===== src/rtl/control_unit.sv =====
// Purpose : two-cycle instruction decoder and sequencer for the CHARIS 32-bit datapath.
// Latency : each instruction spends one DEC and one COM cycle. Writes commit on the edge that ends COM.
// Backpressure: none. The sequence is RST -> DEC -> COM -> DEC ... with no stall states.
//
// Ports:
//   clk, rst_n                 clock, asynchronous active-low reset
//   Instr[31:0], Zero          instruction word (held across DEC+COM), ALU zero flag
//   PC_sel, PC_LdEn            next-PC select, PC write strobe
//   Reset                      datapath reset, high while the FSM is in RST
//   RF_WrEn, RF_WrData_sel     register-file write strobe, write-data select
//   RF_B_sel, ALU_Bin_sel      RF port-B address select, ALU B operand select
//   ALU_func[3:0]              ALU operation code
//   Mem_WrEn                   data-memory write strobe
//   lui, lb, sb                upper-immediate, byte-load and byte-store modes

module control_unit (
  input  logic        clk,
  input  logic        rst_n,
  input  logic [31:0] Instr,
  input  logic        Zero,
  output logic        PC_sel,
  output logic        PC_LdEn,
  output logic        Reset,
  output logic        RF_WrEn,
  output logic        RF_WrData_sel,
  output logic        RF_B_sel,
  output logic        ALU_Bin_sel,
  output logic [3:0]  ALU_func,
  output logic        Mem_WrEn,
  output logic        lui,
  output logic        lb,
  output logic        sb
);

  // Opcodes
  localparam logic [5:0] OP_RTYPE = 6'b100000;
  localparam logic [5:0] OP_LI    = 6'b111000;
  localparam logic [5:0] OP_LUI   = 6'b111001;
  localparam logic [5:0] OP_ADDI  = 6'b110000;
  localparam logic [5:0] OP_ANDI  = 6'b110010;
  localparam logic [5:0] OP_ORI   = 6'b110011;
  localparam logic [5:0] OP_LB    = 6'b000011;
  localparam logic [5:0] OP_LW    = 6'b001111;
  localparam logic [5:0] OP_SB    = 6'b000111;
  localparam logic [5:0] OP_SW    = 6'b011111;
  localparam logic [5:0] OP_B     = 6'b111111;
  localparam logic [5:0] OP_BEQ   = 6'b000000;
  localparam logic [5:0] OP_BNE   = 6'b000001;

  // ALU codes used by non-R-type instructions
  localparam logic [3:0] ALU_ADD = 4'b0000;
  localparam logic [3:0] ALU_SUB = 4'b0001;
  localparam logic [3:0] ALU_AND = 4'b0010;
  localparam logic [3:0] ALU_OR  = 4'b0011;

  // Decoded controls for the current instruction. The write strobes in here
  // are the per-instruction intent; the FSM only lets them out in COM.
  typedef struct packed {
    logic       pc_sel;
    logic       wr_data_sel;
    logic       b_sel;
    logic       bin_sel;
    logic [3:0] alu_func;
    logic       lui;
    logic       lb;
    logic       sb;
    logic       rf_wr;
    logic       mem_wr;
  } dec_t;

  typedef enum logic [1:0] {
    ST_RST = 2'd0,
    ST_DEC = 2'd1,
    ST_COM = 2'd2
  } state_t;

  state_t     state_q;
  state_t     state_d;
  dec_t       dec;
  logic [5:0] opcode;
  logic [5:0] func;
  logic       func_valid;
  logic       unused_instr;

  assign opcode       = Instr[31:26];
  assign func         = Instr[5:0];
  // Register fields and the immediate are consumed by the datapath, not here.
  assign unused_instr = ^Instr[25:6];

  // R-type funcs live in 11xxxx; low nibbles 0-6, 8-10 and 12-13 are defined.
  always_comb begin
    func_valid = 1'b0;
    if (func[5:4] == 2'b11) begin
      unique case (func[3:0])
        4'd0, 4'd1, 4'd2, 4'd3, 4'd4, 4'd5, 4'd6,
        4'd8, 4'd9, 4'd10,
        4'd12, 4'd13: func_valid = 1'b1;
        default:      func_valid = 1'b0;
      endcase
    end
  end

  // Instruction decode. Anything not recognised falls through to all-zero
  // controls, which the sequencer turns into a plain PC+4 step.
  always_comb begin
    dec = '0;
    unique case (opcode)
      OP_RTYPE: begin
        if (func_valid) begin
          dec.alu_func = func[3:0];
          dec.rf_wr    = 1'b1;
        end
      end
      OP_LI, OP_ADDI: begin
        dec.alu_func = ALU_ADD;
        dec.bin_sel  = 1'b1;
        dec.rf_wr    = 1'b1;
      end
      OP_LUI: begin
        dec.alu_func = ALU_ADD;
        dec.bin_sel  = 1'b1;
        dec.rf_wr    = 1'b1;
        dec.lui      = 1'b1;
      end
      OP_ANDI: begin
        dec.alu_func = ALU_AND;
        dec.bin_sel  = 1'b1;
        dec.rf_wr    = 1'b1;
      end
      OP_ORI: begin
        dec.alu_func = ALU_OR;
        dec.bin_sel  = 1'b1;
        dec.rf_wr    = 1'b1;
      end
      OP_LB, OP_LW: begin
        dec.alu_func    = ALU_ADD;
        dec.bin_sel     = 1'b1;
        dec.rf_wr       = 1'b1;
        dec.wr_data_sel = 1'b1;
        dec.lb          = (opcode == OP_LB);
      end
      OP_SB, OP_SW: begin
        dec.alu_func = ALU_ADD;
        dec.bin_sel  = 1'b1;
        dec.b_sel    = 1'b1;
        dec.mem_wr   = 1'b1;
        dec.sb       = (opcode == OP_SB);
      end
      OP_B: begin
        dec.alu_func = ALU_ADD;
        dec.pc_sel   = 1'b1;
      end
      // The all-zero word lands here as beq r0,r0,0: taken, but to PC+4.
      OP_BEQ: begin
        dec.alu_func = ALU_SUB;
        dec.b_sel    = 1'b1;
        dec.pc_sel   = Zero;
      end
      OP_BNE: begin
        dec.alu_func = ALU_SUB;
        dec.b_sel    = 1'b1;
        dec.pc_sel   = ~Zero;
      end
      default: dec = '0;
    endcase
  end

  // State register. Asynchronous reset drops the strobes the moment rst_n
  // falls, so a COM in flight never produces a partial commit.
  always_ff @(posedge clk or negedge rst_n) begin
    if (!rst_n) begin
      state_q <= ST_RST;
    end else begin
      state_q <= state_d;
    end
  end

  // Next state and outputs.
  always_comb begin
    state_d       = ST_RST;
    Reset         = 1'b0;
    PC_sel        = 1'b0;
    PC_LdEn       = 1'b0;
    RF_WrEn       = 1'b0;
    RF_WrData_sel = 1'b0;
    RF_B_sel      = 1'b0;
    ALU_Bin_sel   = 1'b0;
    ALU_func      = 4'b0000;
    Mem_WrEn      = 1'b0;
    lui           = 1'b0;
    lb            = 1'b0;
    sb            = 1'b0;

    unique case (state_q)
      ST_RST: begin
        state_d = ST_DEC;
        Reset   = 1'b1;
      end
      ST_DEC, ST_COM: begin
        state_d       = (state_q == ST_DEC) ? ST_COM : ST_DEC;
        PC_sel        = dec.pc_sel;
        RF_WrData_sel = dec.wr_data_sel;
        RF_B_sel      = dec.b_sel;
        ALU_Bin_sel   = dec.bin_sel;
        ALU_func      = dec.alu_func;
        lui           = dec.lui;
        lb            = dec.lb;
        sb            = dec.sb;
        if (state_q == ST_COM) begin
          PC_LdEn  = 1'b1;
          RF_WrEn  = dec.rf_wr;
          Mem_WrEn = dec.mem_wr;
        end
      end
      default: begin
        state_d = ST_RST;
        Reset   = 1'b1;
      end
    endcase
  end

endmodule


===== config.mk =====
export PLATFORM = sky130hd
export DESIGN_NAME = control_unit
export DESIGN_NICKNAME = d
export VERILOG_FILES = /design/src/rtl/control_unit.sv
export SDC_FILE = /design/constraint.sdc
export NUM_CORES = 1
export LEC_CHECK = 0
export ABC_AREA = 1
export BUFFER_PORTS_ARGS = -buffer_cell sky130_fd_sc_hd__buf_2
export CELL_PAD_IN_SITES_DETAIL_PLACEMENT = 1
export CELL_PAD_IN_SITES_GLOBAL_PLACEMENT = 1
export CORE_AREA = 2 2 53 55
export DETAILED_ROUTE_END_ITERATION = 16
export DIE_AREA = 0 0 55 57
export GPL_TIMING_DRIVEN = 0
export PLACE_DENSITY = 0.73
export SYNTH_ARGS = -nofsm -noshare
export SYNTH_HDL_FRONTEND = slang
export SYNTH_SLANG_ARGS = --single-unit

===== constraint.sdc =====
create_clock -name clk -period 1.7 [get_ports clk]
set_clock_uncertainty 0.15 [all_clocks]
set_input_delay 0 -clock clk [delete_from_list [all_inputs] [get_ports clk]]
set_output_delay 0 -clock clk [all_outputs]
set_load 0.005 [all_outputs]

==> results of run 1 <==
[power by group]
part / switching, mW / total [mW] / internal [mW]
Sequential: 0 / 0.0479 / 0.0479
Combinational: 0.0489 / 0.0835 / 0.0345
Clock: 0.0304 / 0.109 / 0.0783
[per-layer routing]
layer	vias up	track usage
met5	-	0
met1	296	0.127
met2	17	0.223
met4	0	0.0418
met3	0	0
li1	337	-
[placed cells by master (no fill, tap or decap)]
cell type	n
buf_2	29
nand2_1	20
inv_1	14
nor2_1	12
nand3_1	6
a21oi_1	5
nand2_2	4
ha_1	4
buf_4	3
nor2_4	3
nor2_2	3
clkbuf_4	3
nor3_2	2
nand4_1	2
a21oi_2	2
dlygate4sd3_1	2
dfrtp_1	2
inv_2	1
nand3_4	1
nor3b_2	1
o21ai_0	1
ha_4	1
[stage by stage]
step	total power, mW	setup slack (ns)	instances
finish	0.240	0.0899	152
global route	0.261	0.00207	152
CTS	0.247	0.0234	152
detailed placement	0.129	0.172	145
global placement	0.126	0.216	145
floorplan	0.0894	0.388	85
[timing repair]
item                       4_1_cts  5_1_grt
buffers inserted                 2        0
resized for setup                2        2
hold endpoints to repair         2        0
setup endpoints to repair       10        2
hold buffers                     2        0
[cell type report]
| class | count | area, sq um | area share |
|---|---|---|---|
| clock buffer | 3 | 22.5 | 0.0293 |
| multi-input combinational | 67 | 413 | 0.537 |
| sequential | 2 | 50.0 | 0.0651 |
| tap | 31 | 38.8 | 0.0505 |
| timing repair buffer | 33 | 180 | 0.235 |
| inverter | 15 | 56.3 | 0.0733 |
| buffer | 1 | 7.51 | 0.00977 |
[worst paths after layout]
path	from	to	slack, ns
setup / recovery	state_q[1]	lui	0.09
hold / removal	Instr[2]	ALU_func[2]	0.17
setup reg to reg	state_q[1]	state_q[0]	0.56
hold reg to reg	state_q[0]	state_q[1]	0.51
max in group asynchronous	rst_n	state_q[0]	0.77
min in group asynchronous	rst_n	state_q[1]	0.51
[critical path: stages (launching register included)]
cell and delay (ns):
dfrtp_1 0.35, inv_1 0.08, ha_4 0.28, inv_1 0.06, buf_4 0.18, nor3_2 0.17
buf_2 0.13
[logic make-up (layout without fill, tap and decap cells)]
family / count (synthesis) / after routing / synth area share
AND/OR/NAND/NOR: 54 / 54 / 0.563
buffers and inverters: 16 / 52 / 0.121
AO/OA/AOI/OAI: 8 / 8 / 0.0938
adder cells (fa/ha/maj): 5 / 5 / 0.123
flip-flops: 2 / 2 / 0.0988
==> reports/qor.txt, run 1 <==
number of fillers in the final layout - 347
initial core utilization - 0.194
H-tree levels - 1
Synth Instances - 85
synth warn - 0
drt drc - 0
Die W - 55 um
vias per cell - 4.28
Max-slew headroom - 0.896
crit end category - output pin
hold path cells - 4
hpwl dp - 1310 um
final net count - 163
clock latency on the worst-skew pair - 0.23 ns
CP required - 1.55 ns
worst r2r path cells - 4
layout cell share with drive strength beyond 1 - 0.438
clock sinks - 2
post-route ant nets - 0
clock slew at reported path FFs - 0.03 ns
met3 WL - 71 um
grt total ovfl - 0
Tmin final - 1.61 ns
Worst Setup Path Type - reg2out
leading area contributor after synthesis - nand2_1
worst-case clock buffer depth - 2
commonest cells in the netlist - nand2_1, inv_1, nor2_1
setup violators final - 0
RSZ-0062 raised after global routing - false
largest reg by FF count - state_q
Placed Instance Area - 691 sq um
Slew Viols, Final - 0
status - finished clean
hold_ws - 0.174 ns
drt pass-1 iters - 4
WL final - 1600 um
Die Span Y - 57 um
Synth Area per Inst - 5.96 sq um
count of flip-flops with a built-in enable after synthesis - 0
max_cap viols - 0
synthesized area - 507 sq um
Fin Setup TNS - 0 ns
worst min path class - in2out
Seq/Total Area, Yosys - 0.0988
met1 WL - 660 um
CP Max Fanout - 10
Final Core Density - 0.294
core area - 2620 sq um
FMAX - 0.621 GHz
Synth area leaders - nand2_1, ha_1, inv_1
Root Buffer - clkbuf_4
post-synth net total - 125
wire per inst - 10.5 um
main flop type after synthesis - dfrtp_1
Worst EP arrival - 1.46 ns
PortBufs - 29
biggest registers after layout - state_q x2
met2 wire len - 864 um
Lkg Pwr - 0.461 nW
vias in the first global route - 697
max layer used - met3
die area - 3140 sq um
Max VDD drop - 232 uV
first-pass GRT wire length - 2760 um
I/O Pins - 50
All-Layer GR Usage - 0.115
DR iter-0 viols - 5
Worst-Margin Slew - 0.155 ns
diode count - 0
Num CTS Buffers - 3
GPL Wtd Cong - 0.752
post-synth cell types - 18
Synth Register Bits - 2
synth-to-layout area growth - 51.6%
most common cell in the netlist - nand2_1
largest net degree at the start of global routing - 11
via count - 650
startpoint class of the critical path - flop
Largest register FFs - 2
Synth top area share - 0.148
initial antenna violation count - 0
Cell Rows - 19
Final Hold Viols - 0
Finished Cell Area - 768 sq um
Async SR Flop Fraction - 1.00
TritonCTS clock tree - done
fin crit share - 0.947
Power Dens Cells - 312 nW/um^2
No activity file was read; power rests on OpenSTA's default activity.
==> run 2: changes to the inputs <==
CORE_AREA = 2 2 48 59   (was 2 2 53 55)
DIE_AREA = 0 0 50 61   (was 0 0 55 57)
PLACE_DENSITY = 0.75   (was 0.73)
==> run 2 against run 1 <==
Effect of this change:
- hold slack improved by 0.0089 ns
- clock-buffer cell count did not move
- fmax shrank 2.4%
- die area decreased by 2.7%
- first-iteration DRC count shrank 60%
- highest routed layer is now met4
- final area grew 0.33%
- sequential power hardly changed
- non-clock buffer count is the same
- via count grew 0.77%
- final cell count grew 1.3%
- critical endpoint unchanged
- largest cell class unchanged
- worst setup slack got worse by 0.040 ns
==> reports/qor.txt, run 2 (same netlist as run 1, synthesis figures left out) <==
status - finished clean
CP Cell Sequence - inv_2, ha_4, inv_1, buf_4, nor3_2, buf_2
largest reg by FF count - state_q
CP top delay family - buffers and inverters
hold_ws - 0.183 ns (+0.00893 ns)
vias in the first global route - 675 (-3.2%)
clock sinks - 2 (unchanged)
worst reg2reg setup slack - 0.59 ns (+0.03 ns)
Max-slew headroom - 0.894 (-0.00230)
Slew Viols, Final - 0 (unchanged)
startpoint class of the critical path - flop
Final Hold Viols - 0 (unchanged)
H-tree levels - 1 (unchanged)
FMAX - 0.606 GHz (-2.4%)
first-pass GRT wire length - 2570 um (-6.8%)
Largest register FFs - 2 (unchanged)
Finished Cell Area - 771 sq um (+0.33%)
vias per cell - 4.25 (-0.54%)
grt total ovfl - 0 (unchanged)
I/O Pins - 50 (unchanged)
diode count - 0 (unchanged)
clock slew at reported path FFs - 0.03 ns (about the same)
non-filler cells, final - 154 (+1.3%)
Tmin final - 1.65 ns (+0.0397 ns)
Placed Instance Area - 693 sq um (+0.36%)
biggest registers after layout - state_q x2
GPL Wtd Cong - 0.712 (-5.3%)
Crit path buffers/inverters - 4 (unchanged)
WL final - 1610 um (+0.94%)
initial core utilization - 0.205 (+0.0108)
Die Span Y - 61 um (+7.0%)
Fin Setup TNS - 0 ns (unchanged)
drt drc - 0 (unchanged)
PortBufs - 29 (unchanged)
fin crit share - 0.970 (+0.0233)
Worst-Margin Slew - 0.159 ns (+0.00344 ns)
commonest non-fill, non-tap cells in the layout - buf_2, nand2_1, inv_1
pre-CTS WS - 0.124 ns (-0.0477 ns)
final worst slack - 0.0502 ns (-0.0397 ns)
clock latency on the worst-skew pair - 0.24 ns (about the same)
drt pass-1 iters - 2 (-2)
Root Buffer - clkbuf_4
wire per inst - 10.5 um (-0.37%)
Worst Setup Path Type - reg2out
Inst Count DP - 147 (+1.4%)
DR iter-0 viols - 2 (-3)
CP Max Fanout - 10 (unchanged)
via count - 655 (+0.77%)
hpwl dp - 1380 um (+5.4%)
post-route ant nets - 0 (unchanged)
initial antenna violation count - 0 (unchanged)
die area - 3050 sq um (-2.7%)
core area - 2480 sq um (-5.3%)
Lkg Pwr - 0.462 nW (about the same)
worst min path class - in2out
crit-path max cell delay - 0.37 ns (+0.02 ns)
Num CTS Buffers - 3 (unchanged)
Cell Rows - 20 (+1)
crit end category - output pin
final net count - 163 (unchanged)
setup violators final - 0 (unchanged)
Max VDD drop - 223 uV (-3.6%)
Critical Path Slowest Stage Cell - dfrtp_1
synth-to-layout area growth - 52.1%
worst-case clock buffer depth - 2 (unchanged)
TritonCTS clock tree - done
Final Core Density - 0.311 (+0.0173)
RSZ-0062 raised after global routing - false
All-Layer GR Usage - 0.110 (-0.00518)
leading cell type in the layout, fill and taps excluded - buf_2
register area - 50.0 sq um (unchanged)
Worst EP arrival - 1.50 ns (+0.04 ns)
CP required - 1.55 ns (about the same)
max_cap viols - 0 (unchanged)
largest net degree at the start of global routing - 11 (unchanged)
Die W - 50 um (-9.1%)
area occupied by multi-input gates - 413 sq um (unchanged)
Power Dens Cells - 316 nW/um^2 (+1.3%)
layout cell share with drive strength beyond 1 - 0.446 (+0.00826)
number of fillers in the final layout - 341 (-1.7%)
total chip power - 0.244 mW (+1.6%)
## run 2: power breakdown
part           internal [mW]  total (mW)  switching (mW)  leakage (nW)
Clock                 0.0784       0.112          0.0341        0.0138
Combinational         0.0345      0.0835          0.0490         0.424
Sequential            0.0480      0.0480               0        0.0239
Total                  0.161       0.244          0.0830         0.462
## run 2: tightest hold or removal path, cell delays in order
cell and delay (ns):
buf_2 0.09, inv_1 0.08, nor3_2 0.05, buf_2 0.11
## run 2: what timing repair did
action	in CTS	in global routing
endpoints found under the setup margin	9	1
endpoints found under the hold margin	2	0
cloned	0	0
buffers inserted	1	1
hold buffers	2	0
resized for setup	4	1
## run 2: routing by layer
metal | GRT usage | share of wire | vias up
met5 | 0 | 0 | -
met1 | 0.107 | 0.38 | 300
met4 | 0.0595 | 0.012 | 0
li1 | - | - | 336
met2 | 0.227 | 0.58 | 17
met3 | 0.00739 | 0.032 | 2
## run 2: worst paths after layout
kind                             from          end  depth (start not counted)
setup / recovery           state_q[0]          lui                          6
hold / removal               Instr[2]  ALU_func[2]                          4
setup reg to reg           state_q[1]   state_q[0]                          4
hold reg to reg            state_q[1]   state_q[1]                          2
max in group asynchronous       rst_n   state_q[0]                          3
min in group asynchronous       rst_n   state_q[1]                          3
## run 2: area by class of cell
class,count,share of cell area
Clock buffer,3,0.0292
Inverter,15,0.0731
Sequential cell,2,0.0649
Tap cell,33,0.0536
Multi-Input combinational cell,67,0.536
Timing Repair Buffer,33,0.234
Buffer,1,0.00974
==> run 3: changes to the inputs <==
BUFFER_PORTS_ARGS = unset   (was -buffer_cell sky130_fd_sc_hd__buf_2)
CORE_AREA = 2 2 42 44   (was 2 2 48 59)
CTS_CLUSTER_DIAMETER = 120   (was unset)
DIE_AREA = 0 0 44 46   (was 0 0 50 61)
DONT_BUFFER_PORTS = 1   (was unset)
PLACE_DENSITY = 0.67   (was 0.75)
==> run 3 against run 2 <==
Effect of this change:
- the flow now finishes with violations (hold timing)
- routed wire length is 9.5% lower
- worst setup slack improved by 0.053 ns
- clock-buffer cell count is the same
- sequential power is essentially flat
- via count decreased by 15%
- die area down 34%
- final area down 15%
- hold slack got worse by 0.18 ns
- critical path depth fell by 1
- clock power barely moved
- critical path type unchanged
==> reports/qor.txt, run 3 (same netlist as run 1, synthesis figures left out) <==
status - finished, violations left
failing checks - hold timing
Critical Path Slowest Stage Cell - dfrtp_1
core area - 1610 sq um (-35%)
PortBufs - 0 (-100%)
vias per cell - 4.89 (+15%)
H-tree levels - 1 (unchanged)
diode count - 0 (unchanged)
clock share of power - 0.498 (+0.037)
Crit path buffers/inverters - 3 (-1)
CP required - 1.55 ns (about the same)
die area - 2020 sq um (-34%)
Final Core Density - 0.408 (+0.0966)
total chip power - 0.224 mW (-7.9%)
Seq pwr share - 0.214 (+0.017)
via count - 557 (-15%)
hold_ws - -0.000949 ns (-0.184 ns)
drt pass-1 iters - 4 (+2)
clock slew at reported path FFs - 0.04 ns (about the same)
Max-slew headroom - 0.878 (-0.0156)
initial core utilization - 0.314 (+0.109)
CP Max Fanout - 10 (unchanged)
hold path cells - 2 (-2)
Slew Viols, Final - 0 (unchanged)
number of cells on the critical path - 5 (-1)
Fin Setup TNS - 0 ns (unchanged)
Final Hold Viols - 1 (+1)
max_cap viols - 0 (unchanged)
layout cell share with drive strength beyond 1 - 0.227 (-0.219)
RSZ-0062 raised after global routing - false
Worst Setup Path Type - reg2out
Die W - 44 um (-12%)
Pint - 0.155 mW (-3.4%)
initial antenna violation count - 0 (unchanged)
fin crit share - 0.940 (-0.0309)
first-pass GRT wire length - 2270 um (-12%)
GPL Wtd Cong - 0.746 (+4.6%)
grt total ovfl - 0 (unchanged)
Placed Instance Area - 528 sq um (-24%)
largest reg by FF count - state_q
Num CTS Buffers - 3 (unchanged)
most used cell along the critical path - inv_1
Finished Cell Area - 658 sq um (-15%)
CP top delay family - flip-flops
Max VDD drop - 147 uV (-34%)
commonest non-fill, non-tap cells in the layout - nand2_1, inv_1, nor2_1
Die Span Y - 46 um (-25%)
Sw Share - 0.308 (-0.0327)
DR iter-0 viols - 6 (+4)
FMAX - 0.626 GHz (+3.3%)
Switch Pwr - 0.0691 mW (-17%)
largest net degree at the start of global routing - 11 (unchanged)
setup violators final - 0 (unchanged)
TritonCTS clock tree - done
Cell Rows - 15 (-25%)
drt drc - 0 (unchanged)
Worst-Margin Slew - 0.183 ns (+0.0244 ns)
biggest registers after layout - state_q x2
Power Dens Cells - 341 nW/um^2 (+7.8%)
clock sinks - 2 (unchanged)
CP Cell Sequence - inv_1, ha_4, inv_1, buf_4, nor3_2
post-route ant nets - 0 (unchanged)
vias in the first global route - 547 (-19%)
worst r2r path cells - 4 (unchanged)
final net count - 139 (-15%)
Combinational Power Share - 0.289 (-0.053)
wire per inst - 12.8 um (+22%)
worst min path class - in2out
startpoint class of the critical path - flop
Worst EP arrival - 1.45 ns (-0.05 ns)
pre-CTS WS - 0.240 ns (+0.116 ns)
All-Layer GR Usage - 0.154 (+0.0440)
synth-to-layout area growth - 29.9%
Lkg Pwr - 0.346 nW (-25%)
Root Buffer - clkbuf_4
crit-path max cell delay - 0.39 ns (+0.02 ns)
worst-case clock buffer depth - 2 (unchanged)
leading cell type in the layout, fill and taps excluded - nand2_1
Largest register FFs - 2 (unchanged)
clock latency on the worst-skew pair - 0.24 ns (about the same)
final worst slack - 0.103 ns (+0.0526 ns)
crit end category - output pin
WL final - 1460 um (-9.5%)
I/O Pins - 50 (unchanged)
hpwl dp - 1110 um (-20%)
Tmin final - 1.60 ns (-0.0526 ns)
[run 3: cell type report]
class,count,area (sq um)
inverter,15,56.3
timing repair buffer,9,87.6
buffer,1,7.51
tap,17,21.3
multi-input combinational,67,413
sequential,2,50.0
fill,212,956
clock buffer,3,22.5
[run 3: per-layer routing]
metal	wire [um]	global-route usage	up-vias
li1	-	-	289
met1	580	0.164	249
met2	789	0.297	19
met3	88	0.0397	0
met4	0	0.0364	0
met5	0	0	-
[run 3: final timing paths]
path	to	slack (ns)	startpoint
max	lui	0.10	state_q[1]
min	ALU_func[0]	-0.0009	Instr[0]
max reg2reg	state_q[0]	0.55	state_q[0]
min reg2reg	state_q[1]	0.43	state_q[0]
max in group asynchronous	state_q[0]	0.86	rst_n
min in group asynchronous	state_q[1]	0.39	rst_n
[run 3: repair_timing]
| action | 4_1_cts | 5_1_grt |
|---|---|---|
| hold buffers | 8 | 0 |
| setup buffers | 0 | 1 |
| gates cloned | 0 | 0 |
| setup endpoints to repair | 1 | 9 |
| hold endpoints to repair | 6 | 0 |
| gates resized for setup | 1 | 3 |
[run 3: through the flow]
stage,hold slack [ns],std cells
2_1_floorplan,-0.446,85
3_3_place_gp,-0.446,102
3_5_place_dp,-0.446,102
4_1_cts,0.00390,113
5_1_grt,0.0174,114
6_report,-0.000949,114
[run 3: power groups by stage]
| stage | logic (mW) | registers [mW] | clock network [mW] |
|---|---|---|---|
| 2_1_floorplan | 0.0409 | 0.0485 | 0 |
| 5_1_grt | 0.0720 | 0.0479 | 0.120 |
| 4_1_cts | 0.0644 | 0.0480 | 0.111 |
| 3_3_place_gp | 0.0470 | 0.0485 | 0 |
| 3_5_place_dp | 0.0486 | 0.0485 | 0 |
| 6_report | 0.0649 | 0.0479 | 0.112 |
